$ cat src/rtl/mtm_alu_deserializer_pkg.sv
// Shared types, frame constants and CRC helper for the mtm_Alu receive front end.
package mtm_alu_deserializer_pkg;

    typedef enum logic [2:0] {
        AND_OP = 3'b000,
        OR_OP  = 3'b001,
        ADD_OP = 3'b100,
        SUB_OP = 3'b101
    } operation_t;

    typedef struct packed {
        logic err_data;
        logic err_crc;
        logic err_op;
    } err_flags_t;

    localparam logic FRAME_DATA = 1'b0;
    localparam logic FRAME_CMD  = 1'b1;

    // x^4+x+1, zero init, message consumed MSB first.
    function automatic logic [3:0] crc4_68(input logic [67:0] d);
        logic [3:0] c;
        logic       fb;
        c = '0;
        for (int i = 67; i >= 0; i--) begin
            fb = c[3] ^ d[i];
            c  = {c[2:0], 1'b0} ^ {2'b00, fb, fb};
        end
        return c;
    endfunction

    function automatic logic op_is_legal(input logic [2:0] op);
        case (op)
            AND_OP, OR_OP, ADD_OP, SUB_OP: return 1'b1;
            default:                       return 1'b0;
        endcase
    endfunction

endpackage

$ cat src/rtl/mtm_alu_deserializer_if.sv
// Result bus from the deserializer to the ALU core and the error-response path.
interface mtm_alu_deserializer_if;

    logic [31:0]                              b_out;
    logic [31:0]                              a_out;
    logic [2:0]                               op_out;
    logic                                     out_valid;
    mtm_alu_deserializer_pkg::err_flags_t     err_flags;
    logic                                     err_valid;

    modport master (
        output b_out, a_out, op_out, out_valid, err_flags, err_valid
    );

    modport slave (
        input b_out, a_out, op_out, out_valid, err_flags, err_valid
    );

endinterface

$ cat src/rtl/mtm_alu_crc4.sv
// Combinational CRC-4 over the 68-bit {B, A, 1, OP} packet image.
module mtm_alu_crc4
    import mtm_alu_deserializer_pkg::*;
(
    input  logic [67:0] data_in,
    output logic [3:0]  crc_out
);

    assign crc_out = crc4_68(data_in);

endmodule

$ cat src/rtl/mtm_alu_deserializer.sv
// Serial-line receiver: frames `sin` into {B, A, OP, CRC} packets and validates them.
module mtm_alu_deserializer
    import mtm_alu_deserializer_pkg::*;
#(
    parameter int DATA_FRAMES = 8,
    parameter int FRAME_BITS  = 11
) (
    input  logic                          clk,
    input  logic                          rst_n,
    input  logic                          sin,
    mtm_alu_deserializer_if.master        alu_if
);

    localparam int PAYLOAD_BITS = FRAME_BITS - 3;

    localparam logic [2:0] S_IDLE    = 3'd0;
    localparam logic [2:0] S_TYPE    = 3'd1;
    localparam logic [2:0] S_PAYLOAD = 3'd2;
    localparam logic [2:0] S_STOP    = 3'd3;
    localparam logic [2:0] S_CHECK   = 3'd4;

    logic [2:0]  state;
    logic [2:0]  bit_cnt;
    logic [3:0]  frame_cnt;
    logic        pkt_corrupt;
    logic        frame_type;
    logic [7:0]  byte_sr;
    logic [63:0] opnd_sr;
    logic [3:0]  crc_calc;
    err_flags_t  chk;

    mtm_alu_crc4 u_crc4 (
        .data_in ({opnd_sr, 1'b1, byte_sr[6:4]}),
        .crc_out (crc_calc)
    );

    // Priority-resolved so at most one flag is ever set.
    always_comb begin
        chk.err_data = (frame_cnt != 4'(DATA_FRAMES)) || pkt_corrupt;
        chk.err_crc  = !chk.err_data && (crc_calc != byte_sr[3:0]);
        chk.err_op   = !chk.err_data && !chk.err_crc && !op_is_legal(byte_sr[6:4]);
    end

    always_ff @(posedge clk or negedge rst_n) begin
        if (!rst_n) begin
            state            <= S_IDLE;
            bit_cnt          <= '0;
            frame_cnt        <= '0;
            pkt_corrupt      <= 1'b0;
            frame_type       <= FRAME_DATA;
            alu_if.b_out     <= '0;
            alu_if.a_out     <= '0;
            alu_if.op_out    <= '0;
            alu_if.out_valid <= 1'b0;
            alu_if.err_flags <= '0;
            alu_if.err_valid <= 1'b0;
        end else begin
            alu_if.out_valid <= 1'b0;
            alu_if.err_valid <= 1'b0;
            case (state)
                S_IDLE: begin
                    if (!sin) state <= S_TYPE;
                end
                S_TYPE: begin
                    frame_type <= sin;
                    bit_cnt    <= '0;
                    state      <= S_PAYLOAD;
                end
                S_PAYLOAD: begin
                    bit_cnt <= bit_cnt + 3'd1;
                    if (bit_cnt == 3'(PAYLOAD_BITS - 1)) state <= S_STOP;
                end
                S_STOP: begin
                    if (!sin || (frame_type == FRAME_CMD && byte_sr[7])) pkt_corrupt <= 1'b1;
                    if (frame_type == FRAME_DATA) begin
                        if (frame_cnt != 4'hF) frame_cnt <= frame_cnt + 4'd1;
                        state <= S_IDLE;
                    end else begin
                        state <= S_CHECK;
                    end
                end
                S_CHECK: begin
                    frame_cnt   <= '0;
                    pkt_corrupt <= 1'b0;
                    // A start bit may already arrive here on a gapless line.
                    state       <= sin ? S_IDLE : S_TYPE;
                    if (|chk) begin
                        alu_if.err_flags <= chk;
                        alu_if.err_valid <= 1'b1;
                    end else begin
                        alu_if.b_out     <= opnd_sr[63:32];
                        alu_if.a_out     <= opnd_sr[31:0];
                        alu_if.op_out    <= byte_sr[6:4];
                        alu_if.out_valid <= 1'b1;
                    end
                end
                default: state <= S_IDLE;
            endcase
        end
    end

    // Payload datapath; contents are qualified by the control state above.
    always_ff @(posedge clk) begin
        if (state == S_PAYLOAD) byte_sr <= {byte_sr[6:0], sin};
        if (state == S_STOP && frame_type == FRAME_DATA) opnd_sr <= {opnd_sr[55:0], byte_sr};
    end

endmodule

$ cat src/flat_wrapper.sv
// flat-port wrapper written by rule: the top's interface ports become plain ports
module mtm_alu_deserializer_flat import mtm_alu_deserializer_pkg::*;
#(
    parameter int DATA_FRAMES = 8,
    parameter int FRAME_BITS  = 11
)
  (clk, rst_n, sin, alu_if_b_out, alu_if_a_out, alu_if_op_out, alu_if_out_valid, alu_if_err_flags, alu_if_err_valid);
  mtm_alu_deserializer_if alu_if_i ();
  input  logic clk;
  input  logic rst_n;
  input  logic sin;
  output wire logic [$bits(alu_if_i.b_out)-1:0] alu_if_b_out;
  output wire logic [$bits(alu_if_i.a_out)-1:0] alu_if_a_out;
  output wire logic [$bits(alu_if_i.op_out)-1:0] alu_if_op_out;
  output wire logic [$bits(alu_if_i.out_valid)-1:0] alu_if_out_valid;
  output wire logic [$bits(alu_if_i.err_flags)-1:0] alu_if_err_flags;
  output wire logic [$bits(alu_if_i.err_valid)-1:0] alu_if_err_valid;
  assign alu_if_b_out = alu_if_i.b_out;
  assign alu_if_a_out = alu_if_i.a_out;
  assign alu_if_op_out = alu_if_i.op_out;
  assign alu_if_out_valid = alu_if_i.out_valid;
  assign alu_if_err_flags = alu_if_i.err_flags;
  assign alu_if_err_valid = alu_if_i.err_valid;
  mtm_alu_deserializer #(.DATA_FRAMES(DATA_FRAMES), .FRAME_BITS(FRAME_BITS)) u_core (.clk(clk), .rst_n(rst_n), .sin(sin), .alu_if(alu_if_i));
endmodule
$ cat config.mk
export PLATFORM = sky130hd
export DESIGN_NAME = mtm_alu_deserializer_flat
export DESIGN_NICKNAME = d
export VERILOG_FILES = /design/src/rtl/mtm_alu_deserializer_pkg.sv /design/src/rtl/mtm_alu_deserializer_if.sv /design/src/rtl/mtm_alu_crc4.sv /design/src/rtl/mtm_alu_deserializer.sv /design/src/flat_wrapper.sv
export SDC_FILE = /design/constraint.sdc
export NUM_CORES = 1
export LEC_CHECK = 0
export CORE_MARGIN = 2
export CORE_UTILIZATION = 63
export CTS_CLUSTER_SIZE = 24
export DETAILED_ROUTE_END_ITERATION = 12
export DONT_BUFFER_PORTS = 1
export MAX_ROUTING_LAYER = met4
export PLACE_DENSITY_LB_ADDON = 0.12
export SYNTH_ARGS = -nofsm -noshare
export SYNTH_HDL_FRONTEND = slang
export SYNTH_SLANG_ARGS = --single-unit
export TNS_END_PERCENT = 50
$ cat constraint.sdc
create_clock -name clk -period 5.5 [get_ports clk]
set_clock_uncertainty 0.1 [all_clocks]
set_input_delay 0.825 -clock clk [delete_from_list [all_inputs] [get_ports clk]]
set_output_delay 0.825 -clock clk [all_outputs]
set_load 0.05 [all_outputs]
Yosys cells after proc, flatten, opt, wreduce, memory -nomap -nowiden
Cells that the tools add are included.
{"block": "classes", "mux": 16, "n_eq_ne": 16, "bitwise": 135, "reduce_logical": 22, "add_sub_neg": 2}
{"operator": "XOR 4 x 2 -> 4 bit", "count": 66}
{"operator": "XOR 1 bit", "count": 64}
{"operator": "case mux 3 bit (5 select lines)", "count": 1}
{"operator": "== test 3 bit, second input constant", "count": 4}
{"operator": "2-to-1 mux 3 bit", "count": 3}
{"operator": "2-to-1 mux 4 bit", "count": 2}
{"operator": "!= test 4 bit, second input constant", "count": 2}
{"operator": "case mux 4 bit (2 select lines)", "count": 1}
{"operator": "AND reduction 2 bit", "count": 4}
{"operator": "2-to-1 mux 1 bit", "count": 7}
{"operator": "== test 3 x 1 -> 1 bit, second input constant", "count": 2}
{"operator": "== test 3 x 2 -> 1 bit, second input constant", "count": 2}
{"operator": "logical NOT 3 bit", "count": 2}
{"operator": "!= test 2 x 1 -> 1 bit, second input constant", "count": 3}
{"operator": "case mux 3 bit (2 select lines)", "count": 1}
{"operator": "logical AND 1 bit", "count": 5}
{"operator": "adder 4 x 1 -> 4 bit, second input constant", "count": 1}
{"operator": "logical NOT 1 bit", "count": 4}
{"operator": "!= test 2 bit, second input constant", "count": 2}
{"operator": "!= test 4 bit", "count": 1}
{"operator": "nonzero test 2 bit", "count": 2}
{"operator": "OR reduction 4 bit", "count": 1}
{"operator": "adder 3 x 1 -> 3 bit, second input constant", "count": 1}
{"operator": "inverter 1 bit", "count": 3}
{"operator": "other kinds (6)", "count": 7}
{"block": "totals", "ff_bits": 156, "word_cells": 206, "inputBits": 3, "out_inout_bits": 72}

Depth between registers and ports, before layout
Gate-level depths: netlist of run 1.
{"block": "depth", "depth_word": 140, "ltp_mapped": 12, "depth_no_buf": 10}

Cells and area by module
Synthesis of run 1 repeated with hierarchy kept, for this count alone.
{"block": "unflattened", "cells_unflattened": 386, "area_unflattened_um2": 6717.7}
{"module": "mtm_alu_deserializer", "area_per_inst_um2": 5614.1, "cells_each": 296, "instances": 1, "seq_area_each_um2": 4264.1}
{"module": "mtm_alu_crc4", "area_per_inst_um2": 1103.6, "cells_each": 90, "instances": 1, "seq_area_each_um2": 0.0}

Least setup slack after synthesis of run 1
OpenSTA, ideal clock, no wires.
{"block": "synth_path", "kind": "flip-flop to flip-flop", "from": "register u_core.state[1]", "to": "register u_core.opnd_sr[0] (enable)", "path_stages_with_launch": 4, "arrival_time_ns": 3.373, "required_ns": 4.913, "setup_ns": 0.487, "period_less_slack_ns": 3.960, "slack_ns": 1.540, "path_cell_list": "dfrtp_1 clkbuf_1 nand3_1 nor2_1"}
{"block": "synth_between", "elab_chain_cells": 2}
{"item": "start: declaration", "line": "mtm_alu_deserializer.sv:22", "rtl": "logic [2:0] state;"}
{"item": "start signal: assignment", "line": "mtm_alu_deserializer.sv:86", "rtl": "state <= sin ? S_IDLE : S_TYPE;"}
{"item": "== test 3 x 2 -> 1 bit", "line": "mtm_alu_deserializer.sv:105", "rtl": "if (state == S_STOP && frame_type == FRAME_DATA) opnd_sr <= {opnd_sr[55:0], byte_sr};"}
{"item": "logical AND 1 bit", "line": "mtm_alu_deserializer.sv:105"}
{"item": "end signal: assignment", "line": "mtm_alu_deserializer.sv:105"}
{"item": "end: declaration", "line": "mtm_alu_deserializer.sv:28", "rtl": "logic [63:0] opnd_sr;"}
No other way between the ends.
A chain may end at the register's enable or synchronous reset.

Worst setup path in the final report of run 1
{"block": "layout_path", "from": "register u_core.opnd_sr[58]", "to": "register u_core.alu_if.b_out[8]"}
{"block": "layout_between", "elab_chain_cells": 92, "word_cells_on_any_way": 131, "classes_between": "1 x eq/ne; 124 x bitwise; 6 x reduce/logical"}
{"item": "XOR 1 bit *", "line": "mtm_alu_deserializer_pkg.sv:26", "rtl": "fb = c[3] ^ d[i];"}
{"item": "XOR 4 x 2 -> 4 bit * (3 in series)", "line": "mtm_alu_deserializer_pkg.sv:27", "rtl": "c = {c[2:0], 1'b0} ^ {2'b00, fb, fb};"}
{"item": "XOR 1 bit or XOR 4 x 2 -> 4 bit (tied branches)", "line": "mtm_alu_deserializer_pkg.sv:26, mtm_alu_deserializer_pkg.sv:27"}
{"item": "XOR 4 x 2 -> 4 bit * (3 in series)", "line": "mtm_alu_deserializer_pkg.sv:27"}
{"item": "XOR 1 bit or XOR 4 x 2 -> 4 bit (tied branches)", "line": "mtm_alu_deserializer_pkg.sv:26, mtm_alu_deserializer_pkg.sv:27"}
{"item": "XOR 4 x 2 -> 4 bit * (3 in series)", "line": "mtm_alu_deserializer_pkg.sv:27"}
{"item": "XOR 1 bit or XOR 4 x 2 -> 4 bit (tied branches)", "line": "mtm_alu_deserializer_pkg.sv:26, mtm_alu_deserializer_pkg.sv:27"}
{"item": "XOR 4 x 2 -> 4 bit * (3 in series)", "line": "mtm_alu_deserializer_pkg.sv:27"}
{"item": "(+67 left out)"}
{"item": "XOR 4 x 2 -> 4 bit *", "line": "mtm_alu_deserializer_pkg.sv:27"}
{"item": "!= test 4 bit *", "line": "mtm_alu_deserializer.sv:40", "rtl": "chk.err_crc = !chk.err_data && (crc_calc != byte_sr[3:0]);"}
{"item": "logical AND 1 bit *", "line": "mtm_alu_deserializer.sv:40"}
{"item": "logical NOT 1 bit", "line": "mtm_alu_deserializer.sv:41", "rtl": "chk.err_op = !chk.err_data && !chk.err_crc && !op_is_legal(byte_sr[6:4]);"}
{"item": "logical AND 1 bit (2 in series)", "line": "mtm_alu_deserializer.sv:41"}
{"item": "OR reduction 3 bit *", "line": "mtm_alu_deserializer.sv:87", "rtl": "if (|chk) begin"}
{"item": "inverter 1 bit (no line) *"}
{"item": "AND reduction 2 bit (no line) *"}
{"item": "end signal: assignment", "line": "mtm_alu_deserializer.sv:91", "rtl": "alu_if.b_out <= opnd_sr[63:32];"}
{"item": "end: declaration", "line": "mtm_alu_deserializer_if.sv:12", "rtl": "output b_out, a_out, op_out, out_valid, err_flags, err_valid"}
Every way passes the cells marked *; elsewhere a longest branch is shown, timed or not.

==> reports/qor.csv, run 1 <==
metric;value;unit
htreeDepth;4;
io_pins;75;
cp_cell_sequence;xnor3_1, xnor3_2, xnor3_1, xnor3_1, xnor3_2, xor2_1, nor3_1, o211a_1, o2111ai_4, buf_4, mux2_2;
max_stage_delay;0.49;ns
routedWlPerCell;21.5;um
yosysMostFrequentCell;dfrtp_1;
hpwl;8.04;mm
syn_area;6800;um2
cts_buffers;17;
final_antenna_net_count;0;
grt_max_degree;85;
dieArea;11600;um2
synth_xor_area_share;18.3;%
gp_congestion;0.850;
clk_pin_slew_worst_paths;0.06;ns
yosys_warnings;0;
fin_crit_sh;80.1;%
synth_top_cell_by_area;edfxtp_1;
cp.arrival;4.72;ns
initial_core_util;65.3;%
syn_nets;404;
min_period;4.41;ns
vias;3221;
drt_iter0_markers;158;
die_w;108;um
yosys.area_share.adder;0.736;%
core-area;10400;um2
hold_ws;0.102;ns
synth_simple_gate_area_share;1.89;%
final.fill_count;637;
syn_avg_cell_area;17.1;um2
antenna_found_initial;0;
clock_path_buffers;2;
setup_violations;0;
async_reset_ff_share;53.8;%
clkLatencyLatePin;0.53;ns
drc;0;
first_pass_iters;4;
slew_headroom;45.1;%
area_growth;10.8;%
tns;0;ns
clock-sinks;156;
tightest_slew;0.824;ns
die_height;108;um
hold_buffers;1;
synth_common_cells;dfrtp_1, edfxtp_1, xnor2_1;
row_count;37;
ys_ff_latch;156;
hold_violations;0;
worstPathRequired;5.81;ns
io_buffers;0;
yosys_most_used_dff;dfrtp_1;
yosys.cell_types.count;41;
viasPerCell;5.73;
rsz0062_at_grt;no;
synthCells;397;
drive_gt1_share;25.6;%
end_kind;flip-flop;
cts_resized;0;
synth_edf_count;72;
worst-setup-path-type;flip-flop to flip-flop;
synth_top_family_by_area;XOR/XNOR gates;
post_cts_buffers;0;
crit_family;XOR/XNOR gates;
grt_usage;23.3;%
synth.top_cell.area_share;31.8;%
cp_max_fo;33;
wirelength;12.1;mm
cts_tree;done;
crit_slowest_cell;xnor3_2;
fmax;227;MHz
grt_first_pass_wirelength;19.0;mm
cts-root-buf;clkbuf_8;
diodes;0;
synthMuxAreaShare;12.8;%
start_kind;flip-flop;
regArea;4260;um2
nets;420;
path_buf_inv;1;
grt_pass1_vias;3425;
multi_input_area;2470;um2
maxSlewViolCount;0;
cap_violations;0;
cpMostUsedCell;xnor3_1;
ys_top_cells_by_area;edfxtp_1, dfrtp_1, xnor2_1;
hold_class;primary input to asynchronous set/reset pin;
outcome;finished, final reports clean;
overflow;0;
synth-compound-area-share;2.24;%
yosysSeqAreaShare;62.7;%
==> metrics by stage <==
step / worst slack (ns) / cells / util, % / cell area (um2)
after global placement: 1.24 / 529 / 66.9 / 6970
after global routing: 0.959 / 562 / 72.4 / 7540
after detailed placement: 1.14 / 529 / 66.9 / 6970
final: 1.09 / 562 / 72.4 / 7540
after CTS: 1.11 / 562 / 72.4 / 7540
after floorplan: 1.54 / 397 / - / 6800
==> path summary, 6_finish.rpt <==
check,from,endpoint,slack [ns],depth (start not counted)
setup / recovery,u_core.opnd_sr[58],u_core.alu_if.b_out[8],1.09,11
setup reg to reg,u_core.opnd_sr[58],u_core.alu_if.b_out[8],1.09,11
hold / removal,rst_n,u_core.alu_if.b_out[7],0.10,1
hold reg to reg,u_core.bit_cnt[0],u_core.bit_cnt[0],0.38,1
max in group asynchronous,rst_n,u_core.frame_type,4.88,1
min in group clk,sin,u_core.byte_sr[0],0.29,0
==> final cells by class <==
cell class	count	area share, %
well taps	136	2.26
inverters	7	0.348
clock inverters	10	0.797
multi-input cells	225	32.7
clock buffers	22	6.44
flip-flops and latches	156	56.6
repair buffers	6	0.863
==> worst register-to-register path, delay by kind of cell, from the launching register on <==
| family | cells | cell delay [ns] |
|---|---|---|
| AND/OR/NAND/NOR | 1 | 0.09 |
| multiplexers | 1 | 0.44 |
| buffers and inverters | 1 | 0.49 |
| XOR/XNOR | 6 | 2.21 |
| AO/OA/AOI/OAI | 2 | 0.49 |
| flip-flops | 1 | 0.46 |
==> cell usage in the layout (no fill, tap or decap), drive strengths merged, types with 2 or more instances in the layout <==
master	Yosys	final
a21oi	3	3
nand3	3	3
inv	7	10
o21ai	2	2
nand2	4	4
buf	7	6
a22o	2	2
xor2	20	20
mux2	67	67
xnor2	67	67
dfrtp	84	84
clkbuf	2	22
xnor3	21	21
clkinv	0	6
ha	4	4
nor2	9	9
nor3b	2	2
nor3	3	3
edfxtp	72	72
==> state kept, by name (all words and copies together) (netlist names) <==
register,cells
u_core.bit_cnt,3
u_core.pkt_corrupt,1
u_core.state,3
u_core.alu_if.err_flags,3
u_core.alu_if.err_valid,1
u_core.frame_type,1
u_core.alu_if.a_out,32
u_core.frame_cnt,4
u_core.alu_if.out_valid,1
u_core.byte_sr,8
u_core.alu_if.b_out,32
u_core.alu_if.op_out,3
u_core.opnd_sr,64
==> kinds of logic after synthesis <==
group                      count (synthesis)
DFF                                      156
xor gates and xnor gates                 108
muxes                                     68
and+or+nand+nor                           26
AOI/OAI and AO/OA                         19
buffers and inverters                     16
adders and majority gates                  4
==> layer usage <==
layer	wire length, um	global-route usage [%]	up-vias
li1	-	-	1450
met1	5350	29.6	1671
met2	5960	35.5	80
met3	539	7.26	20
met4	237	8.61	0
met5	0	-	-
Power of run 1 is left out: the tool's default activity adds up to more than one toggle a clock period on the data nets, which glitch-free logic cannot reach.
==> inputs of run 2 (changes only) <==
Clock period 5.5 ns to 4.5 ns, I/O delays scaled along.
==> reports/qor.csv, run 2 (synthesized netlist as in run 1, its figures left out) <==
metric;value;unit
grt_usage;23.7;%
grt_max_degree;85;
clock-sinks;156;
end_kind;flip-flop;
hpwl;8.34;mm
utilization;73.7;%
drive_gt1_share;26.2;%
clkLatencyLatePin;0.53;ns
cts_tree;done;
grt_pass1_vias;3407;
antenna_found_initial;0;
htreeDepth;4;
viasPerCell;5.68;
fin_crit_sh;94.9;%
tightest_slew;0.939;ns
maxSlewViolCount;0;
setup_violations;0;
vias;3223;
io_buffers;0;
outcome;finished, final reports clean;
hold_violations;0;
fmax;234;MHz
cts-root-buf;clkbuf_8;
worstPathRequired;4.81;ns
regMostFlops;u_core.opnd_sr;
area_growth;12.9;%
mostFrequentLayoutCells;dfrtp_1, edfxtp_1, xnor2_1;
dieArea;11600;um2
fin_area;7680;um2
io_pins;75;
clk_pin_slew_worst_paths;0.06;ns
grt_first_pass_wirelength;19.5;mm
initial_core_util;65.3;%
slew_headroom;37.2;%
die_height;108;um
nets;425;
start_kind;flip-flop;
clock_path_buffers;2;
hold_class;primary input to flip-flop;
cap_violations;0;
diodes;0;
largest_register_ffs;64;
rsz0062_at_grt;no;
cts_buffers;17;
final_common_cell;dfrtp_1;
first_pass_iters;4;
hold_ws;0.137;ns
core-area;10400;um2
die_w;108;um
wirelength;12.0;mm
cp.arrival;4.58;ns
overflow;0;
cp_max_fo;29;
top_regs;u_core.opnd_sr x64, u_core.alu_if.a_out x32, u_core.alu_if.b_out x32;
min_period;4.27;ns
routedWlPerCell;21.2;um
drc;0;
final_antenna_net_count;0;
row_count;37;
place_area;7030;um2
worst-setup-path-type;flip-flop to flip-flop;
drt_iter0_markers;168;
tns;0;ns
gp_congestion;0.803;
-- run 2: cell count changes in the layout (fill, tap and decap cells not counted), moves of 2 or more --
cell,previous run,this run
clkinv_2,5,1
buf_12,0,3
bufinv_16,0,3
clkinvlp_4,1,4
inv_4,3,0
clkinv_4,1,3
-- run 2: path summary, 6_finish.rpt --
kind,to,slack (ns),depth (start not counted),startpoint
setup / recovery,u_core.alu_if.a_out[21],0.23,11,u_core.opnd_sr[58]
hold / removal,u_core.byte_sr[0],0.14,0,sin
setup reg to reg,u_core.alu_if.a_out[21],0.23,11,u_core.opnd_sr[58]
hold reg to reg,u_core.bit_cnt[0],0.37,1,u_core.bit_cnt[0]
max in group asynchronous,u_core.bit_cnt[1],3.36,2,rst_n
min in group asynchronous,u_core.alu_if.b_out[8],0.62,2,rst_n
-- run 2: area by class of cell --
class / count / area, um2
clock inverters: 13 / 164
fillers: 644 / 2740
repair buffers: 11 / 143
clock buffers: 19 / 443
flip-flops and latches: 156 / 4260
inverters: 7 / 26.3
well taps: 136 / 170
multi-input cells: 225 / 2470
-- run 2: metal layers --
metal / wire length (um) / GRT usage (%) / part of all wire (%) / vias up
li1: - / - / - / 1462
met1: 5340 / 31.0 / 45 / 1674
met2: 5950 / 36.7 / 50 / 71
met3: 496 / 5.57 / 4.1 / 16
met4: 211 / 8.79 / 1.8 / 0
met5: 0 / - / 0 / -
-- run 2: timing repair --
action                                  in CTS  in global routing
setup buffers                                0                  1
endpoints found under the hold margin       84                  0
hold buffers                                 2                  0
gates resized for setup                      0                  0
endpoints found under the setup margin       0                  5
-- run 2: worst max-delay path, cell delays in order, from the launching register on --
cell and delay, ns:
edfxtp_1 0.47, xnor3_1 0.39, xnor3_2 0.44, xnor3_1 0.40, xnor3_1 0.25, xnor3_2 0.49, xor2_1 0.22, nand3_1 0.12
a211oi_2 0.39, o2111ai_4 0.28, buf_12 0.27, mux2_4 0.32
-- run 2: per-stage QoR --
stage | std cells | setup WS, ns
after floorplan | 397 | 0.540
after global placement | 532 | 0.276
after detailed placement | 532 | 0.188
after CTS | 566 | 0.161
after global routing | 567 | 0.0434
final | 567 | 0.230
Power of run 2 is left out for the same reason.
==> inputs of run 3 (changes only) <==
Settings changed: CORE_UTILIZATION 63 to 65.
Clock period 4.5 ns to 5.52 ns, I/O delays scaled along.
==> reports/qor.csv, run 3 (synthesized netlist as in run 1, its figures left out) <==
metric;value;unit
rrSetupSlack;1.07;ns
antenna_found_initial;0;
area_growth;12.4;%
hold_violations;0;
htreeDepth;4;
cts_buffers;17;
rr_worst_depth;11;
die_w;106;um
nets;420;
reg2reg_to;u_core.alu_if.a_out[12];
grt_max_degree;85;
tightest_slew;0.832;ns
end_kind;flip-flop;
initial_core_util;66.5;%
diodes;0;
grt_usage;24.7;%
final_antenna_net_count;0;
first_pass_iters;4;
hold_class;primary input to asynchronous set/reset pin;
cts_tree;done;
slew_headroom;44.6;%
clock_path_buffers;2;
clock-sinks;156;
setup_violations;0;
worst-setup-path-type;flip-flop to flip-flop;
cts-root-buf;clkbuf_8;
start_kind;flip-flop;
gp_congestion;0.802;
fin_crit_sh;80.5;%
maxSlewViolCount;0;
mostFrequentLayoutCells;dfrtp_1, edfxtp_1, xnor2_1;
cp_max_fo;32;
core-area;10200;um2
regMostFlops;u_core.opnd_sr;
clkLatencyLatePin;0.53;ns
row_count;37;
dieArea;11300;um2
viasPerCell;5.74;
top_regs;u_core.opnd_sr x64, u_core.alu_if.a_out x32, u_core.alu_if.b_out x32;
hpwl;8.08;mm
largest_register_ffs;64;
outcome;finished, final reports clean;
min_period;4.45;ns
cap_violations;0;
grt_first_pass_wirelength;19.7;mm
io_pins;75;
io_buffers;0;
cp.arrival;4.76;ns
tns;0;ns
drc;0;
drt_iter0_markers;129;
wirelength;12.3;mm
vias;3225;
fmax;225;MHz
drive_gt1_share;25.6;%
r2r-start;u_core.opnd_sr[58];
final_common_cell;dfrtp_1;
rsz0062_at_grt;no;
routedWlPerCell;21.9;um
cts_resized;0;
clk_pin_slew_worst_paths;0.06;ns
grt_pass1_vias;3417;
worstPathRequired;5.83;ns
overflow;0;
die_height;106;um
==> run 3: worst max path at each step <==
stage / startpoint / to / cells past startpoint
5_1_grt: u_core.opnd_sr[60] / u_core.alu_if.b_out[9] / 11
3_3_place_gp: u_core.opnd_sr[60] / u_core.alu_if.b_out[8] / 11
6_report: u_core.opnd_sr[58] / u_core.alu_if.a_out[12] / 11
3_5_place_dp: u_core.opnd_sr[60] / u_core.alu_if.a_out[12] / 11
2_1_floorplan: u_core.state[1] / u_core.opnd_sr[0] / 3
4_1_cts: u_core.opnd_sr[60] / u_core.alu_if.a_out[12] / 11
==> run 3: final cells by class <==
class / instances / area, um2
flip-flops and latches: 156 / 4260
repair buffers: 6 / 65.1
well taps: 136 / 170
multi-input cells: 225 / 2470
clock inverters: 13 / 210
fillers: 610 / 2580
inverters: 7 / 26.3
clock buffers: 19 / 443
==> run 3: worst max-delay path: stages, from the launching register on <==
cell	delay [ns]
edfxtp_1	0.45
xnor3_1	0.39
xnor3_2	0.44
xnor3_1	0.41
xnor3_1	0.26
xnor3_2	0.49
xor2_1	0.26
nor3_1	0.09
o211a_1	0.28
o2111ai_4	0.23
buf_4	0.48
mux2_2	0.40
==> run 3: repair_timing <==
item                      in CTS  in global routing
hold buffers                   1                  0
hold endpoints to repair      84                  0
setup buffers                  0                  0
==> run 3: through the flow <==
stage               util [%]  hold slack (ns)  area [um2]  setup slack, ns  cells
floorplan                  -            0.320        6800             1.56    397
global placement        68.1            0.363        6970             1.26    529
detailed placement      68.1            0.381        6970             1.14    529
CTS                     74.7           0.0989        7650             1.10    562
global route            74.7            0.120        7650            0.917    562
finish                  74.7            0.103        7650             1.07    562
==> run 3: per-layer routing <==
layer	GRT usage, %	wire length (um)
met1	32.8	5380
met2	37.0	6000
met3	6.01	624
met4	10.2	280
met5	-	0
Power of run 3 is left out for the same reason.
